### config.mk
export PLATFORM = sky130hd
export DESIGN_NAME = axis_frame_crop
export DESIGN_NICKNAME = d
export VERILOG_FILES = /design/src/rtl/axis_frame_crop.sv
export SDC_FILE = /design/constraint.sdc
export NUM_CORES = 1
export LEC_CHECK = 0
export CAP_MARGIN = 10
export CORE_ASPECT_RATIO = 0.9
export CORE_UTILIZATION = 50
export CTS_CLUSTER_SIZE = 24
export DETAILED_ROUTE_END_ITERATION = 8
export GPL_ROUTABILITY_DRIVEN = 0
export GPL_TIMING_DRIVEN = 0
export MAX_ROUTING_LAYER = met4
export PLACE_DENSITY = 0.69
export SYNTH_ARGS = -nofsm -noshare
export SYNTH_HDL_FRONTEND = slang
export SYNTH_SLANG_ARGS = --single-unit
### constraint.sdc
create_clock -name clk -period 11.45 [get_ports clk]
set_input_delay 1.7175 -clock clk [delete_from_list [all_inputs] [get_ports clk]]
set_output_delay 1.7175 -clock clk [all_outputs]
set_load 0.02 [all_outputs]
### src/rtl/axis_frame_crop.sv
// rtl/axis_frame_crop.sv - AXI-Stream region-of-interest cropper; define FRAME_CROP_STAT_EN for frame/drop statistics
module axis_frame_crop #(
    parameter int C_PIXEL_WIDTH = 8,
    parameter int C_IMG_WW      = 12,
    parameter int C_IMG_HW      = 12
) (
    input  logic                     clk,
    input  logic                     resetn,
    input  logic [C_IMG_WW-1:0]      win_left,
    input  logic [C_IMG_HW-1:0]      win_top,
    input  logic [C_IMG_WW-1:0]      win_width,
    input  logic [C_IMG_HW-1:0]      win_height,
    input  logic                     s_axis_tvalid,
    input  logic [C_PIXEL_WIDTH-1:0] s_axis_tdata,
    input  logic                     s_axis_tuser,
    input  logic                     s_axis_tlast,
    output logic                     s_axis_tready,
    output logic                     m_axis_tvalid,
    output logic [C_PIXEL_WIDTH-1:0] m_axis_tdata,
    output logic                     m_axis_tuser,
    output logic                     m_axis_tlast,
    input  logic                     m_axis_tready,
    output logic                     frm_done
`ifdef FRAME_CROP_STAT_EN
    ,
    output logic [31:0]              stat_frames,
    output logic [31:0]              stat_drops
`endif
);

    typedef enum logic [1:0] {ST_IDLE, ST_RUN, ST_DONE} state_t;

    localparam logic [C_IMG_WW-1:0] ONE_W  = {{(C_IMG_WW-1){1'b0}}, 1'b1};
    localparam logic [C_IMG_HW-1:0] ONE_H  = {{(C_IMG_HW-1){1'b0}}, 1'b1};
    localparam logic [C_IMG_WW:0]   ONE_WX = {{C_IMG_WW{1'b0}}, 1'b1};
    localparam logic [C_IMG_HW:0]   ONE_HX = {{C_IMG_HW{1'b0}}, 1'b1};

    state_t              state;
    state_t              state_nxt;
    logic [C_IMG_WW-1:0] col;
    logic [C_IMG_HW-1:0] row;
    logic [C_IMG_WW-1:0] cfg_left;
    logic [C_IMG_WW-1:0] cfg_width;
    logic [C_IMG_HW-1:0] cfg_top;
    logic [C_IMG_HW-1:0] cfg_height;
    logic                out_frm_last;

    logic                accept;
    logic                sof;
    logic                active;
    logic                in_win;
    logic                col_end;
    logic                row_end;
    logic                load;
    logic [C_IMG_WW-1:0] eff_left;
    logic [C_IMG_WW-1:0] eff_width;
    logic [C_IMG_HW-1:0] eff_top;
    logic [C_IMG_HW-1:0] eff_height;
    logic [C_IMG_WW-1:0] pos_col;
    logic [C_IMG_HW-1:0] pos_row;
    logic [C_IMG_WW:0]   col_x;
    logic [C_IMG_WW:0]   left_x;
    logic [C_IMG_WW:0]   width_x;
    logic [C_IMG_HW:0]   row_x;
    logic [C_IMG_HW:0]   top_x;
    logic [C_IMG_HW:0]   height_x;

    // Ready only depends on the output register, never on the window test
    assign s_axis_tready = ~m_axis_tvalid | m_axis_tready;
    assign accept        = s_axis_tvalid & s_axis_tready;
    assign sof           = accept & s_axis_tuser;

    // A tuser beat is tested against the incoming window at position (0,0)
    assign eff_left   = s_axis_tuser ? win_left   : cfg_left;
    assign eff_width  = s_axis_tuser ? win_width  : cfg_width;
    assign eff_top    = s_axis_tuser ? win_top    : cfg_top;
    assign eff_height = s_axis_tuser ? win_height : cfg_height;
    assign pos_col    = s_axis_tuser ? '0 : col;
    assign pos_row    = s_axis_tuser ? '0 : row;

    // One extra bit keeps L+W and col-L free of wrap-around
    assign col_x    = {1'b0, pos_col};
    assign left_x   = {1'b0, eff_left};
    assign width_x  = {1'b0, eff_width};
    assign row_x    = {1'b0, pos_row};
    assign top_x    = {1'b0, eff_top};
    assign height_x = {1'b0, eff_height};

    assign active  = s_axis_tuser | (state == ST_RUN);
    assign in_win  = active & (col_x >= left_x) & ((col_x - left_x) < width_x)
                            & (row_x >= top_x)  & ((row_x - top_x)  < height_x);
    assign col_end = (col_x == (left_x + width_x - ONE_WX));
    assign row_end = (row_x == (top_x + height_x - ONE_HX));
    assign load    = accept & in_win;

    assign frm_done = m_axis_tvalid & m_axis_tready & out_frm_last;

    // Input position tracking; col saturates, row wraps
    always_ff @(posedge clk) begin
        if (!resetn) begin
            col <= '0;
            row <= '0;
        end else if (accept) begin
            if (s_axis_tlast) begin
                col <= '0;
                row <= pos_row + ONE_H;
            end else begin
                col <= (&pos_col) ? pos_col : pos_col + ONE_W;
                row <= pos_row;
            end
        end
    end

    // Window configuration is captured only on a frame start
    always_ff @(posedge clk) begin
        if (!resetn) begin
            cfg_left   <= '0;
            cfg_width  <= '0;
            cfg_top    <= '0;
            cfg_height <= '0;
        end else if (sof) begin
            cfg_left   <= win_left;
            cfg_width  <= win_width;
            cfg_top    <= win_top;
            cfg_height <= win_height;
        end
    end

    // State register
    always_ff @(posedge clk) begin
        if (!resetn) state <= ST_IDLE;
        else         state <= state_nxt;
    end

    // Next state: tuser always (re)starts a frame; last window row's tlast ends it
    always_comb begin
        state_nxt = state;
        case (state)
            ST_IDLE: if (sof) state_nxt = ST_RUN;
            ST_RUN:  state_nxt = ST_RUN;
            ST_DONE: if (sof) state_nxt = ST_RUN;
            default: state_nxt = ST_IDLE;
        endcase
        if (accept && active && s_axis_tlast && row_end) state_nxt = ST_DONE;
    end

    // Single output register stage; tlast is forced on a short window line
    always_ff @(posedge clk) begin
        if (!resetn) begin
            m_axis_tvalid <= 1'b0;
            m_axis_tdata  <= '0;
            m_axis_tuser  <= 1'b0;
            m_axis_tlast  <= 1'b0;
            out_frm_last  <= 1'b0;
        end else if (load) begin
            m_axis_tvalid <= 1'b1;
            m_axis_tdata  <= s_axis_tdata;
            m_axis_tuser  <= (pos_col == eff_left) & (pos_row == eff_top);
            m_axis_tlast  <= col_end | s_axis_tlast;
            out_frm_last  <= row_end & (col_end | s_axis_tlast);
        end else if (m_axis_tready) begin
            m_axis_tvalid <= 1'b0;
        end
    end

`ifdef FRAME_CROP_STAT_EN
    // Saturating statistics: frames started and beats dropped
    always_ff @(posedge clk) begin
        if (!resetn) begin
            stat_frames <= '0;
            stat_drops  <= '0;
        end else begin
            if (sof && !(&stat_frames))               stat_frames <= stat_frames + 32'd1;
            if (accept && !in_win && !(&stat_drops)) stat_drops  <= stat_drops + 32'd1;
        end
    end
`endif

endmodule

Word-level counts from Yosys, hierarchy flattened
Cells that the tools add are included.

cells by class
  eq/ne operators = 8
  muxes and demuxes = 14
  reduce and logical (&&, ||, !) cells = 8
  magnitude comparators = 4
  bitwise logic cells = 16
  add/subtract/negate cells = 8

operators by type and width
  operator                                               number
  two-way mux 12 bit                                     9
  adder 12 x 12 -> 13 bit                                2
  == test 12 x 13 -> 1 bit                               2
  < comparator 13 x 12 -> 1 bit                          2
  subtractor 12 x 12 -> 13 bit                           2
  subtractor 13 x 1 -> 13 bit, second input constant     2
  adder 12 x 1 -> 12 bit, second input constant          2
  == test 12 bit                                         2
  >= comparator 12 bit                                   2
  AND reduction 12 bit                                   1
  bitwise AND 1 bit                                      11
  two-way mux 2 bit                                      2
  one-hot mux 2 bit (2 select lines)                     1
  OR reduction 2 bit                                     2
  logical AND 1 bit                                      3
  inequality test 3 x 1 -> 1 bit, second input constant  1
  bitwise OR 1 bit                                       3
  == test 2 x 1 -> 1 bit, second input constant          1
  == test 2 bit, second input constant                   1
  logical NOT 2 bit                                      1
  two-way mux 1 bit                                      2
  inequality test 2 x 1 -> 1 bit, second input constant  1
  inverter 1 bit                                         2
  nonzero test 2 bit                                     1

word-level totals
  output and inout bits = 13
  logic and storage cells = 71
  register bits after elaboration = 86
  input port bits = 62

Depth between registers and ports, before layout
Gate-level depths: netlist of the first run.

  word-level depth = 8
  depth in mapped cells = 29

Worst setup path before layout of the first run
No wires, ideal clock.

  path kind = in2reg
  start = input s_axis_tuser
  end = register m_axis_tdata[2]
  path buffers = 8
  stages on the path = 27
  library setup time = 0.116 ns
  arrival time = 6.590 ns
  setup slack = 4.744 ns
  cell sequence = buf_6 buf_4 buf_4 buf_2 buf_1 buf_2 mux2i_1 ha_1 nor2b_1 o31a_1 o31a_1 nor3_1 o21bai_1 a21o_1 a31oi_1 xnor2_1 ha_1 inv_1 o22ai_1 a2111oi_0 o21ai_0 and4bb_1 o211a_1 buf_4 buf_6 mux2i_1 nor2b_1

between the ends
  longest elaborated chain between the ends = 7
  elaborated cells between the ends (all ways) = 18
  classes of those cells = 2 x add/sub; 4 x order compare; 6 x mux; 6 x bitwise

RTL lines
  what                                                                         RTL line  text
  from (decl)                                                                  15        input logic s_axis_tuser,
  two-way mux 12 bit, on equally long branches                                 78, 74
  subtractor 12 x 12 -> 13 bit / >= comparator 12 bit (equally long branches)  90        assign in_win = active & (col_x >= left_x) & ((col_x - left_x) < width_x)
  < comparator 13 x 12 -> 1 bit / bitwise AND 1 bit (equally long branches)    90
  bitwise AND 1 bit                                                            90
  bitwise AND 1 bit                                                            91        & (row_x >= top_x) & ((row_x - top_x) < height_x);
  bitwise AND 1 bit (*)                                                        91
  bitwise AND 1 bit (*)                                                        94        assign load = accept & in_win;
  to (signal assigned)                                                         157       m_axis_tdata <= s_axis_tdata;
  to (decl)                                                                    19        output logic [C_PIXEL_WIDTH-1:0] m_axis_tdata,

Every way passes the cells marked *; elsewhere a longest branch is shown, timed or not.
A chain may end at the register's enable or synchronous reset.

Worst setup path in the final report of the first run
Ends and elaborated chain as after synthesis.

==> summary.txt, run 1 <==
Worst setup path
  • Maximum fanout along the worst path: 10
  • Worst-case reg-to-reg path depth: 22
  • FF-to-FF Start: row[1]
  • End of the critical path: m_axis_tdata[2]
  • CP Capture Type: flop
  • Category of the worst setup path launch point: input port
  • Critical Setup Path Class: input port to flop
  • Arrival @ worst endpoint: 8.47 ns
  • Reg2reg setup slack: 6.62 ns
  • Worst setup startpoint: s_axis_tuser
  • RR Endpoint: m_axis_tdata[2]
  • Worst EP required: 11.70 ns

Yosys
  • Flops & latches, synth: 86
  • Synth Warn #: 0
  • EDFF count, synth: 0
  • Area leader, netlist: dfxtp_1
  • Top cells by area, synth: dfxtp_1 22%, ha_1 15%, mux2i_1 7.8%
  • Yosys cell types: 74
  • Count leader, synth: nand2_1
  • Top cells by count, synth: 127 x nand2_1, 94 x ha_1, 86 x dfxtp_1
  • Post-synthesis sequential area ratio: 0.2239
  • Synthesized Nets: 1113
  • Cells after synthesis: 953
  • Post-synth top area share: 0.2239
  • Synthesized area: 0.007689 mm^2
  • Mean Syn Cell Area: 8.068 um^2
  • Main synth FF type: dfxtp_1
  • Share of async-settable or async-resettable flops after synthesis: 0

Timing
  • Slew headroom: 0.3321
  • Max-slew violation count: 0
  • Fin crit share: 0.7177
  • Final setup skew: 0.007382 ns
  • Measured slew at the worst slew-check pin: 0.9892 ns
  • F_max: 0.1217 GHz
  • Final setup TNS: 0 ns
  • Final worst setup slack: 3.232 ns
  • Final hold vios: 0
  • Post-route minimum period: 8.218 ns
  • RSZ-0062 raised after global routing: no
  • Final setup vio count: 0

GRT
  • Initial antenna violation count: 0
  • Largest net degree at the start of global routing: 17
  • GRT Total Usage: 0.2834
  • Global-route wire length before repair: 34160 um
  • Global route overflow: 0
  • Vias in the first global route: 6519

Power
  • VDD IR-drop max: 90.62 uV
  • Switching Fraction: 0.3518
  • Clock power share: 0.307
  • Combinational share of power: 0.369
  • P_leak: 0.003801 uW
  • Internal power: 625.1 uW
  • Sw Pwr: 339.3 uW
  • Power Density: 107.8 mW/mm^2
  • Sequential power share: 0.324

Cells and area
  • Fin util: 0.6017
  • Fillers: 1371
  • Area of the multi-input gates: 0.005535 mm^2
  • Share of cells above drive strength 1: 0.04131
  • Area Growth Syn to Fin: 16.39%
  • Sequential Area: 0.001722 mm^2
  • Nets: 1196
  • Antenna diodes: 0

Detailed routing
  • Remaining antenna violation count after routing: 0
  • Routed Wire Length: 21110 um
  • Vias: 7034
  • DRC: 0
  • First-pass DRT Iterations: 5
  • Via density: 5.677
  • Routed wire length per instance: 17.04 um
  • DR iter-0 viols: 646

Die
  • Core area: 0.01487 mm^2
  • Die width: 132.7 um
  • Starting Density: 0.5170
  • Row cnt: 42
  • Top Ports: 75
  • Die height: 119.6 um
  • Die ar.: 0.01588 mm^2

Placement
  • Count of buffers inserted at the top-level ports: 72
  • Setup Slack @ Placement: 2.981 ns
  • DP HPWL: 16670 um

Clock tree
  • Post-CTS Hold Buffers: 0
  • Longest Clk Path Bufs: 2
  • Clk slew on worst S/H paths: 0.07 ns
  • H-tree depth: 3
  • Postcts setup bufs: 0
  • Clk_lat worst skew: 0.36 ns
  • Cts repair resizes: 0
  • Num Clock Sinks: 86
  • CTS tree: yes
  • Num CTS Buffers: 9
  • CTS root buf: clkbuf_16

Run
  • Max-cap violations: 0

Run status
  • Status: finished, final reports clean

Hold path
  • Tightest Hold Check Type: flop to flop
## metrics by stage
stage	instance area [um^2]	power, uW	hold slack (ns)	cells
after floorplan	7689	578.1	0.4419	953
after global placement	8657	666.4	0.4494	1223
after detailed placement	8657	669.4	0.4561	1223
after CTS	8949	966.7	0.4663	1239
after global routing	8949	1023	0.4819	1239
final	8949	964.5	0.4623	1239
## metal layers
layer  global-route usage  up-vias  wire [um]
met5                    -        -          0
met4              0.07256        0        295
met3              0.04351       26       1498
met2               0.4086      243       8539
met1               0.4097     3222      10780
li1                     -     3543          -
## critical path: stages
cell and delay, ns:
clkdlybuf4s50_1 0.53, buf_6 0.18, buf_4 0.20, buf_4 0.20
buf_2 0.25, buf_1 0.49, buf_2 0.50, mux2i_1 0.43
ha_1 0.31, nor2b_1 0.15, o31a_1 0.30, o31a_1 0.29
nor3_1 0.32, o21bai_1 0.13, a21o_1 0.21, a31oi_1 0.20
xnor2_1 0.09, ha_1 0.18, nor2_1 0.09, nand3_1 0.09
a2111oi_0 0.39, o21ai_0 0.13, and4bb_1 0.26, o211a_1 0.18
buf_4 0.16, buf_6 0.18, mux2i_1 0.20, nor2b_1 0.07
## power by group through the flow
| stage | Sequential, uW | Combinational [uW] | Clock, uW |
|---|---|---|---|
| floorplan | 318 | 260 | 0 |
| global placement | 319 | 348 | 0 |
| detailed placement | 319 | 350 | 0 |
| CTS | 312 | 353 | 302 |
| global route | 313 | 398 | 312 |
| finish | 312 | 356 | 296 |
## state kept, by name, summed over array words and instances (netlist names)
register and flops:
cfg_width 12, m_axis_tdata 8, cfg_height 12, out_frm_last 1, cfg_left 12, m_axis_tvalid 1, col 12, m_axis_tuser 1
state 2, m_axis_tlast 1, row 12, cfg_top 12
## final cells by class
class | count | share of cell area
clock inverters | 6 | 0.005872
well taps | 198 | 0.02768
flip-flops and latches | 86 | 0.1924
multi-input cells | 762 | 0.6186
repair buffers | 72 | 0.08054
inverters | 63 | 0.02643
plain buffers | 42 | 0.02181
clock buffers | 10 | 0.02671
## placed cells by master (no fill, tap or decap), types with 11 or more instances in the layout
cell             synthesis  final
o21ai_0                 42     42
mux2i_1                 60     60
clkdlybuf4s50_1          0     72
nand4_1                 13     13
nand2_1                127    127
a21o_1                  20     20
nor3_1                  13     13
a21oi_1                 35     35
dfxtp_1                 86     86
o21a_1                  11     11
clkbuf_1                23     23
inv_1                   63     63
nor2b_1                 37     37
xor2_1                  17     17
and2_1                  12     12
nor2_1                  40     40
xnor2_1                 38     38
nand3_1                 20     20
a21boi_0                55     55
ha_1                    94     94
## worst min path at each step
stage	from	endpoint	slack, ns	cells past startpoint
floorplan	out_frm_last	out_frm_last	0.44	2
global placement	cfg_left[0]	cfg_left[0]	0.45	2
detailed placement	cfg_width[11]	cfg_width[11]	0.46	2
CTS	cfg_width[11]	cfg_width[11]	0.47	2
global route	cfg_width[8]	cfg_width[8]	0.48	2
finish	cfg_width[11]	cfg_width[11]	0.46	2
## cells by family (layout without fill, tap and decap cells)
| family | after synthesis | after routing | synth area share |
|---|---|---|---|
| buf+inv | 105 | 193 | 0.05614 |
| xor+xnor | 56 | 56 | 0.06477 |
| fa+ha+maj | 98 | 98 | 0.1634 |
| flops | 86 | 86 | 0.2239 |
| simple gates | 317 | 317 | 0.2052 |
| compound gates | 230 | 230 | 0.2070 |
| mux | 61 | 61 | 0.07958 |
Note: power is estimated with default switching activity, not from simulation.
==> run 2, diff against run 1 <==
- PLACE_DENSITY: 0.69 -> 0.72
- clock period: 11.45 -> 6.9 ns (I/O delays scaled with it)
==> run 2 against run 1 <==
Clock skew rose by 0.0020 ns. Final area is 0.22% higher. Die area unchanged. Flip-flop and latch count unchanged. Combinational power up 66%. Utilization up 0.13 points. Via count increased by 0.28%. Clock power rose by 78%. Final cell count down 0.16%. Count of clock-buffer cells in the layout is the same. Critical path depth fell by 2. Critical endpoint is now m_axis_tdata[6].
==> summary.txt, run 2 (same netlist as run 1, synthesis figures left out) <==
Die
  • Row cnt: 42 (unchanged)
  • Starting Density: 0.5170 (unchanged)
  • Top Ports: 75 (unchanged)
  • Die height: 119.6 um (unchanged)
  • Core area: 0.01487 mm^2 (unchanged)
  • Die width: 132.7 um (unchanged)
  • Die ar.: 0.01588 mm^2 (unchanged)

GRT
  • Met2 Use GR: 0.3993 (was 0.4086)
  • Vias in the first global route: 6539 (was 6519)
  • GRT Total Usage: 0.2821 (was 0.2834)
  • Met3 global-route usage: 0.06210 (was 0.04351)
  • GRT met1 Usage: 0.3981 (was 0.4097)
  • Largest net degree at the start of global routing: 20 (was 17)
  • Global route overflow: 0 (unchanged)
  • GRT Max-Usage Layer: met2 (was met1)
  • Global-route wire length before repair: 33690 um (was 34160 um)
  • Initial antenna violation count: 0 (unchanged)

Clock tree
  • Clk slew on worst S/H paths: 0.07 ns (about the same)
  • Postcts setup bufs: 0 (unchanged)
  • Num Clock Sinks: 86 (unchanged)
  • H-tree depth: 3 (unchanged)
  • Post-CTS Hold Buffers: 0 (unchanged)
  • Longest Clk Path Bufs: 2 (unchanged)
  • Clk_lat worst skew: 0.36 ns (about the same)
  • Num CTS Buffers: 9 (unchanged)
  • Cts repair resizes: 1 (was 0)
  • CTS root buf: clkbuf_16 (unchanged)
  • CTS tree: yes (unchanged)

Placement
  • Count of buffers inserted at the top-level ports: 72 (unchanged)
  • DP HPWL: 16440 um (was 16670 um)
  • Setup Slack @ Placement: -0.7713 ns (was 2.981 ns)

Detailed routing
  • Routed Wire Length: 20890 um (was 21110 um)
  • DRC: 0 (unchanged)
  • Vias: 7054 (was 7034)
  • Routed wire length per instance: 16.89 um (was 17.04 um)
  • Via density: 5.703 (was 5.677)
  • Remaining antenna violation count after routing: 0 (unchanged)
  • DR iter-0 viols: 707 (was 646)
  • First-pass DRT Iterations: 6 (was 5)

Timing
  • Max-slew violation count: 0 (unchanged)
  • Final setup skew: 0.009344 ns (was 0.007382 ns)
  • Final worst setup slack: 0.3262 ns (was 3.232 ns)
  • RSZ-0062 raised after global routing: no (unchanged)
  • Measured slew at the worst slew-check pin: 0.9168 ns (was 0.9892 ns)
  • Final setup TNS: 0 ns (unchanged)
  • Final hold vios: 0 (unchanged)
  • Final setup vio count: 0 (unchanged)
  • Fin crit share: 0.9527
  • Post-route minimum period: 6.574 ns
  • Slew headroom: 0.3811 (was 0.3321)
  • F_max: 0.1521 GHz
  • Min Hold Slack: 0.4631 ns (was 0.4623 ns)

Worst setup path
  • Maximum fanout along the worst path: 28 (was 10)
  • Arrival @ worst endpoint: 6.82 ns (was 8.47 ns)
  • Critical Setup Path Class: input port to flop (unchanged)
  • Category of the worst setup path launch point: input port (unchanged)
  • Worst EP required: 7.15 ns (was 11.70 ns)
  • CP Capture Type: flop (unchanged)

Cells and area
  • Most frequent cells in the layout: 127 x nand2_1, 94 x ha_1, 86 x dfxtp_1, 72 x clkdlybuf4s50_1, 63 x inv_1 (unchanged)
  • Antenna diodes: 0 (unchanged)
  • Area Growth Syn to Fin: 16.65% (was 16.39%)
  • Commonest non-fill, non-tap cell in the layout: nand2_1 (unchanged)
  • Nets: 1194 (was 1196)
  • Share of cells above drive strength 1: 0.04235 (was 0.04131)

Power
  • P_leak: 0.003802 uW (was 0.003801 uW)
  • Total Power: 1634 uW (was 964.5 uW)
  • VDD IR-drop max: 166.7 uV (was 90.62 uV)
  • Power Density: 182.2 mW/mm^2 (was 107.8 mW/mm^2)

Hold path
  • Tightest Hold Check Type: flop to flop (unchanged)

Run status
  • Status: finished, final reports clean (unchanged)

Run
  • Max-cap violations: 0 (unchanged)
[run 2: cell count changes in the layout (fill, tap and decap cells not counted), sizes merged]
| cell | before | now |
|---|---|---|
| clkinvlp | 2 | 1 |
| clkinv | 1 | 0 |
| buf | 19 | 16 |
| clkbuf | 33 | 34 |
| inv | 66 | 67 |
| bufinv | 0 | 1 |
[run 2: layer usage]
| metal | vias to the layer above | routed length [um] |
|---|---|---|
| met5 | - | 0 |
| met4 | 0 | 546 |
| met3 | 39 | 1582 |
| met2 | 264 | 8393 |
| met1 | 3222 | 10370 |
| li1 | 3529 | - |
[run 2: where the power goes]
part	switching, uW	internal [uW]	leakage, uW
Clock	238	288	0.000146
Sequential	7.62	510	0.000699
Combinational	322	268	0.00296
[run 2: metrics by stage]
step / util / cell area [um^2] / cells
after floorplan: - / 7689 / 953
after global placement: 0.5821 / 8657 / 1223
after detailed placement: 0.5821 / 8657 / 1223
after CTS: 0.6025 / 8960 / 1238
after global routing: 0.6031 / 8969 / 1237
final: 0.6031 / 8969 / 1237
[run 2: cell type report]
type,count,area [um^2]
well taps,198,247.7
fillers,1332,5903
repair buffers,72,720.7
clock buffers,10,229.0
flip-flops and latches,86,1722
multi-input cells,762,5547
clock inverters,6,75.07
inverters,63,236.5
plain buffers,40,191.4
[run 2: critical path: stages]
cell and delay, ns:
clkdlybuf4s50_1 0.52, buf_6 0.19, buf_4 0.21, buf_4 0.31, buf_4 0.33, mux2i_2 0.36, ha_1 0.30, nor2b_1 0.15
o31a_1 0.29, o31a_1 0.28, nor3_1 0.24, o21bai_1 0.13, a21o_1 0.22, a31oi_1 0.21, xnor2_1 0.10, ha_1 0.19
nor2_1 0.11, nand3_1 0.11, a2111oi_0 0.38, o21ai_0 0.13, and4bb_1 0.26, o211a_1 0.17, buf_4 0.16, buf_6 0.18
mux2i_1 0.19, nor2b_1 0.06
[run 2: worst paths after layout]
check / startpoint / endpoint / slack, ns / cells after the start
max: s_axis_tuser / m_axis_tdata[6] / 0.33 / 26
min: cfg_left[4] / cfg_left[4] / 0.46 / 2
max reg2reg: row[1] / m_axis_tdata[6] / 2.12 / 22
min reg2reg: cfg_left[4] / cfg_left[4] / 0.46 / 2
==> run 3, diff against run 2 <==
- CTS_CLUSTER_DIAMETER: unset -> 30
==> results of run 3 <==
Final layout, timing and power as in run 2 (identical DEF).
